`config.mk`:
```
export PLATFORM = sky130hd
export DESIGN_NAME = dcache_direct_mapped
export DESIGN_NICKNAME = d
export VERILOG_FILES = /design/src/rtl/dcache_direct_mapped.sv
export SDC_FILE = /design/constraint.sdc
export NUM_CORES = 2
export LEC_CHECK = 0
export CAP_MARGIN = 0
export CORE_MARGIN = 4
export CORE_UTILIZATION = 23
export DETAILED_ROUTE_END_ITERATION = 12
export GPL_TIMING_DRIVEN = 0
export SYNTH_ARGS = -nofsm -noshare
export SYNTH_HDL_FRONTEND = slang
export SYNTH_SLANG_ARGS = --single-unit
```
`constraint.sdc`:
```
create_clock -name clock -period 6.9 [get_ports clock]
set_input_delay 2.07 -clock clock [delete_from_list [all_inputs] [get_ports clock]]
set_output_delay 2.07 -clock clock [all_outputs]
set_load 0.005 [all_outputs]
```
`src/rtl/dcache_direct_mapped.sv`:
```
// dcache_direct_mapped
// Direct-mapped, write-through, no-write-allocate data cache for the memory
// stage. Each line holds four 32-bit words. A load hit answers combinationally.
// A load miss refills the whole line over the memory handshake. A store is
// always written through, and it updates the cached copy only when it hits.
//
// Optional feature: define DCACHE_STATS_EN to add the load_count and
// miss_count performance counters.
module dcache_direct_mapped #(
    parameter int LINES = 16
) (
    input  logic        clock,
    input  logic        reset,
    input  logic [31:0] addr,
    input  logic [31:0] data,
    input  logic        is_load,
    input  logic        is_store,
    output logic [31:0] out,
    output logic        stall,
    output logic        mem_req,
    output logic        mem_we,
    output logic [31:0] mem_addr,
    output logic [31:0] mem_wdata,
    input  logic        mem_ack,
    input  logic [31:0] mem_rdata
`ifdef DCACHE_STATS_EN
    ,
    output logic [31:0] load_count,
    output logic [31:0] miss_count
`endif
);

    localparam int IB = $clog2(LINES);
    localparam int TW = 32 - IB - 4;

    localparam logic [1:0] ST_IDLE   = 2'd0;
    localparam logic [1:0] ST_REFILL = 2'd1;
    localparam logic [1:0] ST_WRITE  = 2'd2;

    // Request-side address fields
    logic [1:0]    req_offset;
    logic [IB-1:0] req_index;
    logic [TW-1:0] req_tag;

    // Fields of the address held in the memory request register; these steer
    // refill and write-through updates so they do not depend on the pipeline
    logic [1:0]    fill_offset;
    logic [IB-1:0] fill_index;
    logic [TW-1:0] fill_tag;

    // Line storage
    logic [LINES-1:0] valid_vec;
    logic [TW-1:0]    tag_mem  [LINES];
    logic [31:0]      data_mem [LINES*4];

    // Control state
    logic [1:0]  state_reg, state_next;
    logic [1:0]  beat_reg;
    logic        store_done_reg;
    logic        mem_req_reg;
    logic        mem_we_reg;
    logic [31:0] mem_addr_reg;
    logic [31:0] mem_wdata_reg;

    logic hit;
    logic wr_hit;
    logic ack_seen;
    logic start_refill;
    logic start_write;
    logic refill_beat;
    logic fill_done;
    logic store_update;

    // Word accesses only; the byte-lane bits carry no information here
    logic unused_addr_bits;
    assign unused_addr_bits = ^addr[1:0];

    assign req_offset  = addr[3:2];
    assign req_index   = addr[IB+3:4];
    assign req_tag     = addr[31:IB+4];
    assign fill_offset = mem_addr_reg[3:2];
    assign fill_index  = mem_addr_reg[IB+3:4];
    assign fill_tag    = mem_addr_reg[31:IB+4];

    assign hit    = valid_vec[req_index]  && (tag_mem[req_index]  == req_tag);
    assign wr_hit = valid_vec[fill_index] && (tag_mem[fill_index] == fill_tag);

    // An ack only counts while a request is actually outstanding
    assign ack_seen     = mem_ack && mem_req_reg;
    assign refill_beat  = (state_reg == ST_REFILL) && ack_seen;
    assign fill_done    = refill_beat && (beat_reg == 2'd3);
    assign store_update = (state_reg == ST_WRITE) && ack_seen && wr_hit;

    // Next-state decode and the combinational stall to the pipeline
    always_comb begin
        state_next   = state_reg;
        stall        = 1'b0;
        start_refill = 1'b0;
        start_write  = 1'b0;
        case (state_reg)
            ST_IDLE: begin
                if (is_store) begin
                    // A finished store is released once; otherwise write it
                    if (!store_done_reg) begin
                        stall       = 1'b1;
                        start_write = 1'b1;
                        state_next  = ST_WRITE;
                    end
                end else if (is_load && !hit) begin
                    stall        = 1'b1;
                    start_refill = 1'b1;
                    state_next   = ST_REFILL;
                end
            end
            ST_REFILL: begin
                stall = 1'b1;
                if (fill_done) begin
                    state_next = ST_IDLE;
                end
            end
            ST_WRITE: begin
                stall = 1'b1;
                if (ack_seen) begin
                    state_next = ST_IDLE;
                end
            end
            default: begin
                state_next = ST_IDLE;
            end
        endcase
    end

    // FSM, beat counter and the registered memory-bus request
    always_ff @(posedge clock) begin
        if (reset) begin
            state_reg      <= ST_IDLE;
            beat_reg       <= 2'd0;
            store_done_reg <= 1'b0;
            mem_req_reg    <= 1'b0;
            mem_we_reg     <= 1'b0;
            mem_addr_reg   <= 32'd0;
            mem_wdata_reg  <= 32'd0;
        end else begin
            state_reg <= state_next;
            case (state_reg)
                ST_IDLE: begin
                    // store_done only has to survive the single release cycle
                    store_done_reg <= 1'b0;
                    if (start_write) begin
                        mem_req_reg   <= 1'b1;
                        mem_we_reg    <= 1'b1;
                        mem_addr_reg  <= {addr[31:2], 2'b00};
                        mem_wdata_reg <= data;
                    end else if (start_refill) begin
                        mem_req_reg  <= 1'b1;
                        mem_we_reg   <= 1'b0;
                        mem_addr_reg <= {addr[31:4], 4'b0000};
                        beat_reg     <= 2'd0;
                    end
                end
                ST_REFILL: begin
                    if (ack_seen) begin
                        beat_reg <= beat_reg + 2'd1;
                        if (beat_reg == 2'd3) begin
                            mem_req_reg <= 1'b0;
                        end else begin
                            mem_addr_reg[3:2] <= beat_reg + 2'd1;
                        end
                    end
                end
                ST_WRITE: begin
                    if (ack_seen) begin
                        mem_req_reg    <= 1'b0;
                        store_done_reg <= 1'b1;
                    end
                end
                default: begin
                    mem_req_reg <= 1'b0;
                end
            endcase
        end
    end

    // Per-line valid bits: invalidated when a refill starts, set on its last beat
    genvar gi;
    generate
        for (gi = 0; gi < LINES; gi++) begin : g_line
            logic valid_bit_reg;

            // Line valid flag
            always_ff @(posedge clock) begin
                if (reset) begin
                    valid_bit_reg <= 1'b0;
                end else if (start_refill && (req_index == IB'(gi))) begin
                    valid_bit_reg <= 1'b0;
                end else if (fill_done && (fill_index == IB'(gi))) begin
                    valid_bit_reg <= 1'b1;
                end
            end

            assign valid_vec[gi] = valid_bit_reg;
        end
    endgenerate

    // Tag array: written when a line refill completes
    always_ff @(posedge clock) begin
        if (fill_done) begin
            tag_mem[fill_index] <= fill_tag;
        end
    end

    // Data array: refill beats and write-through updates on a store hit
    always_ff @(posedge clock) begin
        if (refill_beat) begin
            data_mem[{fill_index, beat_reg}] <= mem_rdata;
        end else if (store_update) begin
            data_mem[{fill_index, fill_offset}] <= mem_wdata_reg;
        end
    end

    assign out       = (is_load && hit) ? data_mem[{req_index, req_offset}] : 32'd0;
    assign mem_req   = mem_req_reg;
    assign mem_we    = mem_we_reg;
    assign mem_addr  = mem_addr_reg;
    assign mem_wdata = mem_wdata_reg;

`ifdef DCACHE_STATS_EN
    logic [31:0] load_count_reg;
    logic [31:0] miss_count_reg;

    // Counters for completed loads and line refills, both wrapping
    always_ff @(posedge clock) begin
        if (reset) begin
            load_count_reg <= 32'd0;
            miss_count_reg <= 32'd0;
        end else begin
            if ((state_reg == ST_IDLE) && is_load && !stall) begin
                load_count_reg <= load_count_reg + 32'd1;
            end
            if (start_refill) begin
                miss_count_reg <= miss_count_reg + 32'd1;
            end
        end
    end

    assign load_count = load_count_reg;
    assign miss_count = miss_count_reg;
`endif

endmodule

```
; Word level (Yosys, flattened, before mapping)
; Memory sizes are Yosys's and may differ from the RTL's. A register that Yosys moved wholly into a read port is not among the register bits.
; Cells that the tools add are included.
[op_classes]
n_addsub = 1
magnitude_cmp = 2
eq_ne = 45
n_mux = 50
n_reduce_logical = 73
[ops]
columns = op, n
row1 = 32-bit two-way mux, 4
row2 = "4-bit == test, second input constant", 16
row3 = 24-bit == test, 2
row4 = 1-bit logical AND, 41
row5 = 2-bit OR reduction, 17
row6 = "4-bit by 3-bit == test with 1-bit output, second input constant", 8
row7 = 32-bit OR reduction, 1
row8 = 1-bit two-way mux, 25
row9 = 2-bit two-way mux, 10
row10 = "4-bit by 2-bit == test with 1-bit output, second input constant", 4
row11 = 4-bit AND reduction, 4
row12 = "2-bit inequality test, second input constant", 6
row13 = "4-bit by 5-bit less-than comparator with 1-bit output, second input constant", 2
row14 = "3-bit inequality test, second input constant", 3
row15 = 1-bit binary-select mux with 4-bit select, 2
row16 = "4-bit by 1-bit == test with 1-bit output, second input constant", 2
row17 = 4-bit logical NOT, 2
row18 = 4-bit two-way mux, 2
row19 = 2-bit case mux with 2 select lines, 2
row20 = 6-bit two-way mux, 1
row21 = 2-bit case mux with 3 select lines, 1
row22 = 2-bit AND reduction, 3
row23 = 2-bit nonzero test, 3
row24 = "2-bit == test, second input constant", 2
row25 = other kinds (7), 8
[word_totals]
reg_bits = 87
mem_bits_rw = 2432
in_bits = 101
elab_cells = 197
mem_count = 2
[mem_list]
columns = name, words, width, rd, rd_ports_with_merged_regs, write_ports, line
row1 = data_mem, 64, 32, 1, 0, 1, 54  ; logic [31:0] data_mem [LINES*4];
row2 = tag_mem, 16, 24, 2, 1, 1, 53  ; logic [TW-1:0] tag_mem [LINES];

; Depth between registers and ports, before layout
[depth]
word_depth = 12
depth_mapped = 15
mapped_depth_nobuf = 9

; Worst setup path after synthesis
; Ideal clock, no wire load.
[synth_timing]
path_kind = input port to output port
startpoint = input port addr[5]
endpoint = output port out[22]
t_arrival_ps = 4875
required_time_ps = 4830
path_slack_ps = -45
cell_stages = 12
path_buffers = 4
cell_sequence = buf_2 > buf_4 > buf_4 > mux4_2 > mux4_2 > xnor2_1 > o21ai_0 > nor4_1 > and2_1 > nand2_1 > buf_2 > a2111oi_0
[synth_between]
elab_chain_cells = 5
[synth_lines]
columns = element, line
row1 = start: declaration, 14  ; input logic [31:0] addr,
row2 = memory read 16 x 24 bit / 1-bit binary-select mux with 4-bit select (equally long branches), -
row3 = 24-bit == test / 1-bit two-way mux (equally long branches), 85  ; assign hit = valid_vec[req_index] && (tag_mem[req_index] == req_tag);
row4 = 1-bit logical AND, 85
row5 = 1-bit logical AND, 221  ; assign out = (is_load && hit) ? data_mem[{req_index, req_offset}] : 32'd0;
row6 = 32-bit two-way mux *, 221
row7 = end: declaration, 18  ; output logic [31:0] out,
; Mark *: on every way between the ends. The rest lies on a longest branch, timed or not. The select of a mux whose other input is x is not followed.

; Final worst setup path
[layout_timing]
startpoint = input port addr[4]
endpoint = output port out[3]
; Same word-level chain as after synthesis.

==> summary.md <==
| Metric | Value |
|---|---|
| # IOs | 200 |
| Vias in the first global route | 56,100 |
| Largest net degree at the start of global routing | between 60 and 70 |
| Max Fclk | around 130 MHz |
| Ys async rst share | 0% |
| Final Util | 29.0% |
| CTS tree | done |
| Outcome | finished, violations left |
| Die span in x | ~670 µm |
| HPWL after DPL | about 260,000 µm |
| Max FFs per register | slightly above 2,000 |
| Final worst-path cycle share | 114% |
| Area share of fa/ha/maj cells after synthesis | less than 1% |
| Yosys top cell area share | between 70 and 80% |
| Max Slew Vio Count | 0 |
| Filler-free cell count of the finished design | ~11,000 |
| Fin nets | around 5,600 |
| Die Ht | between 600 and 700 µm |
| Hold Buf Count CTS | 0 |
| Maxcap violations | 0 |
| GRT Total Usage | between 10% and 20% |
| Critical path peak fanout | 11 |
| Setup violators final | 37 |
| Tightest Hold Check Type | flip-flop to flip-flop |
| Maximum VDD drop | 0.000177 V |
| EDFF count, synth | around 2,400 |
| Via count | about 58,000 |
| Power Total | ~34,000 µW |
| Slew headroom | under 10% |
| Worst Path Arrival | a little under 6000 ps |
| WL met1 | between 100,000 and 150,000 µm |
| Port Buf Inserts | around 190 |
| Post-route DRC | 0 |
| Critical Path Start Type | input port |
| # rows | 242 |
| Largest family of logic cells by synthesized area | multiplexers |
| Syn Inst Count | between 4,000 and 5,000 |
| Area delta synth->final | 25.6% |
| Core Footprint | 434,000 µm² |
| Commonest non-fill, non-tap cell in the layout | edfxtp_1 |
| Vias/cell | 5.05 |
| CTS clk-pin slew, worst paths | approximately 50 ps |
| Number of library cell types mapped by synthesis | 68 |
| Seq cells post-synth | approximately 2,500 |
| Failing checks | negative setup slack |
| GP Congestion | 0.880 |
| Commonest cells after routing, fill and taps aside | edfxtp_1, mux4_2, clkbuf_16 |
| CP Capture Type | primary output |
| Hold WS | between 400 and 500 ps |
| Htree depth | 5 |
| Final WL | between 300,000 and 400,000 µm |
| Worst Clk Skew | 58.8 ps |
| Post-synthesis sequential area ratio | between 70% and 80% |
| Total negative slack | -25,220 ps |
| Dominant cell type by area after synthesis | edfxtp_1 |
| WS Path Type | input port to primary output |
| DRT antenna net count | 0 |
| Mux contribution to synthesized area | a little under a fifth |
| Met3 WL post-DR | between 40,000 and 50,000 µm |
| Simple-Gate Fraction of Synth Area | roughly 2.4% |
| CTS root buf | clkbuf_16 |
| Post-layout minimum cycle time | just under 8000 ps |
| Clock sinks | between 2,000 and 3,000 |
| DR top layer | met5 |
| Post-route setup slack | -977 ps |
| First-pass GRT wire length | between 400,000 and 500,000 µm |
| Maximum buffer depth of the clock tree | 4 |
| Initial core utilization | 23.1% |
| Wire per inst | 32.6 µm |
| Share of cells above drive strength 1 | between 30% and 40% |
| LEAKAGE | 0.0393 µW |
| Dpl cells | approximately 11,000 |
| Met2 Wirelength | 172,000 µm |
| Area of the die | 446,000 µm² |
| 1st-iter DRT viols | ~9,300 |
| Tightest Pin Transition | about 1400 ps |
| RSZ-0062 raised after global routing | yes |
| Initial antenna violation count | 16 |
| Power per standard cell area | 270 nW/µm² |
| Worst EP required | between 4000 and 5000 ps |
| Ys flop type | edfxtp_1 |
| TritonCTS Buffers | ~270 |
| Final Hold Viols | 0 |
| XOR/XNOR share of the synthesized area | 0.472% |
| Fillers | roughly 42,000 |
| Compound-Gate Fraction of Synth Area | approximately 2.3% |
| First-pass detailed-route iteration total | 6 |
| Top post-synthesis cells by area | edfxtp_1, mux4_2, dfxtp_1, mux2i_1, o22ai_1 |
| Synth Warn # | 0 |
| Synth Area per Inst | approximately 22 µm² |
| Overflow after GRT | 0 |
| Clk Latency, worst-skew pair | 910 ps |
| Post-Syn Area | 100,000 µm² |
stage by stage:
step | setup WS, ps | cell area [µm²]
final | -977 | 126000
after global routing | -953 | 126000
after CTS | -947 | 125000
after detailed placement | -4980 | 115000
after global placement | -7250 | 109000
after floorplan | 23.3 | 100000
critical path, stage by stage:
cell	delay, ps
buf_6	190
buf_12	200
buf_16	220
buf_16	220
mux2i_4	330
nor2_1	90
o41ai_2	240
nand3b_1	270
nor4b_4	430
and2_4	250
nand2_8	130
buf_12	210
buf_6	110
a311oi_4	540
buf_2	220
area by class of cell:
type                       count  area (µm²)  share of cell area (%)
inverter                      14        52.6                  0.0417
clock buffer                 328        7080                    5.62
tap                         5734        7170                    5.70
clock inverter               153        1550                    1.23
antenna                       34        85.1                  0.0676
buffer                       270        2280                    1.81
multi-input combinational   1835       25600                    20.3
timing repair buffer         552        7310                    5.81
sequential                  2521       74800                    59.4
synthesized netlist by cell type (all sizes together), types with 4 or more instances:
cell / n
nand3b: 6
o221ai: 6
o211ai: 11
and3: 6
a2111oi: 5
inv: 14
nor4: 18
a22oi: 20
and2: 5
nand2b: 75
o22ai: 153
a221oi: 7
clkbuf: 129
xor2: 28
nand3: 16
mux2i: 168
or4: 8
a21oi: 56
mux2: 45
xnor2: 26
buf: 144
nor2: 112
dfxtp: 89
nor3: 81
nand4: 5
nor2b: 13
o21ai: 22
nand2: 114
or3: 4
edfxtp: 2432
a211oi: 31
a31oi: 4
a311oi: 11
ha: 5
mux4: 739
or2: 6
logic make-up after synthesis:
group / count (synthesis)
DFF: 2521
muxes: 952
adders and majority gates: 5
buffers and inverters: 287
AOI/OAI and AO/OA: 350
other: 1
xor gates and xnor gates: 54
and+or+nand+nor: 472
per-layer routing:
metal / track usage [%] / vias to the layer above
li1: - / 21500
met1: 20.0 / 30900
met2: 25.4 / 4563
met3: 4.66 / 901
met4: 9.27 / 4
met5: 0 / -
final timing paths:
path	from	end	slack, ps	depth (start not counted)
worst max-delay path	addr[4]	out[3]	-980	15
worst max register to register	flip-flop	data_mem[63][15]	-10	14
worst min-delay path	mem_wdata[21]	mem_wdata[21]	480	2
worst min register to register	mem_wdata[21]	mem_wdata[21]	480	2
repair_timing:
| action | in CTS | in global routing |
|---|---|---|
| gates resized for setup | 704 | 99 |
| setup endpoints to repair | 2349 | 82 |
| setup buffers | 28 | 18 |
| cloned | 3 | 1 |
| pin swaps | 38 | 20 |
power by group:
| part | leakage (µW) | internal, µW | switching, µW | total (µW) |
|---|---|---|---|---|
| combinational | 0.0125 | 965 | 1530 | 2500 |
| sequential | 0.0226 | 16900 | 162 | 17000 |
| clock | 0.00419 | 8210 | 6280 | 14500 |
No activity file was read; power rests on OpenSTA's default activity.
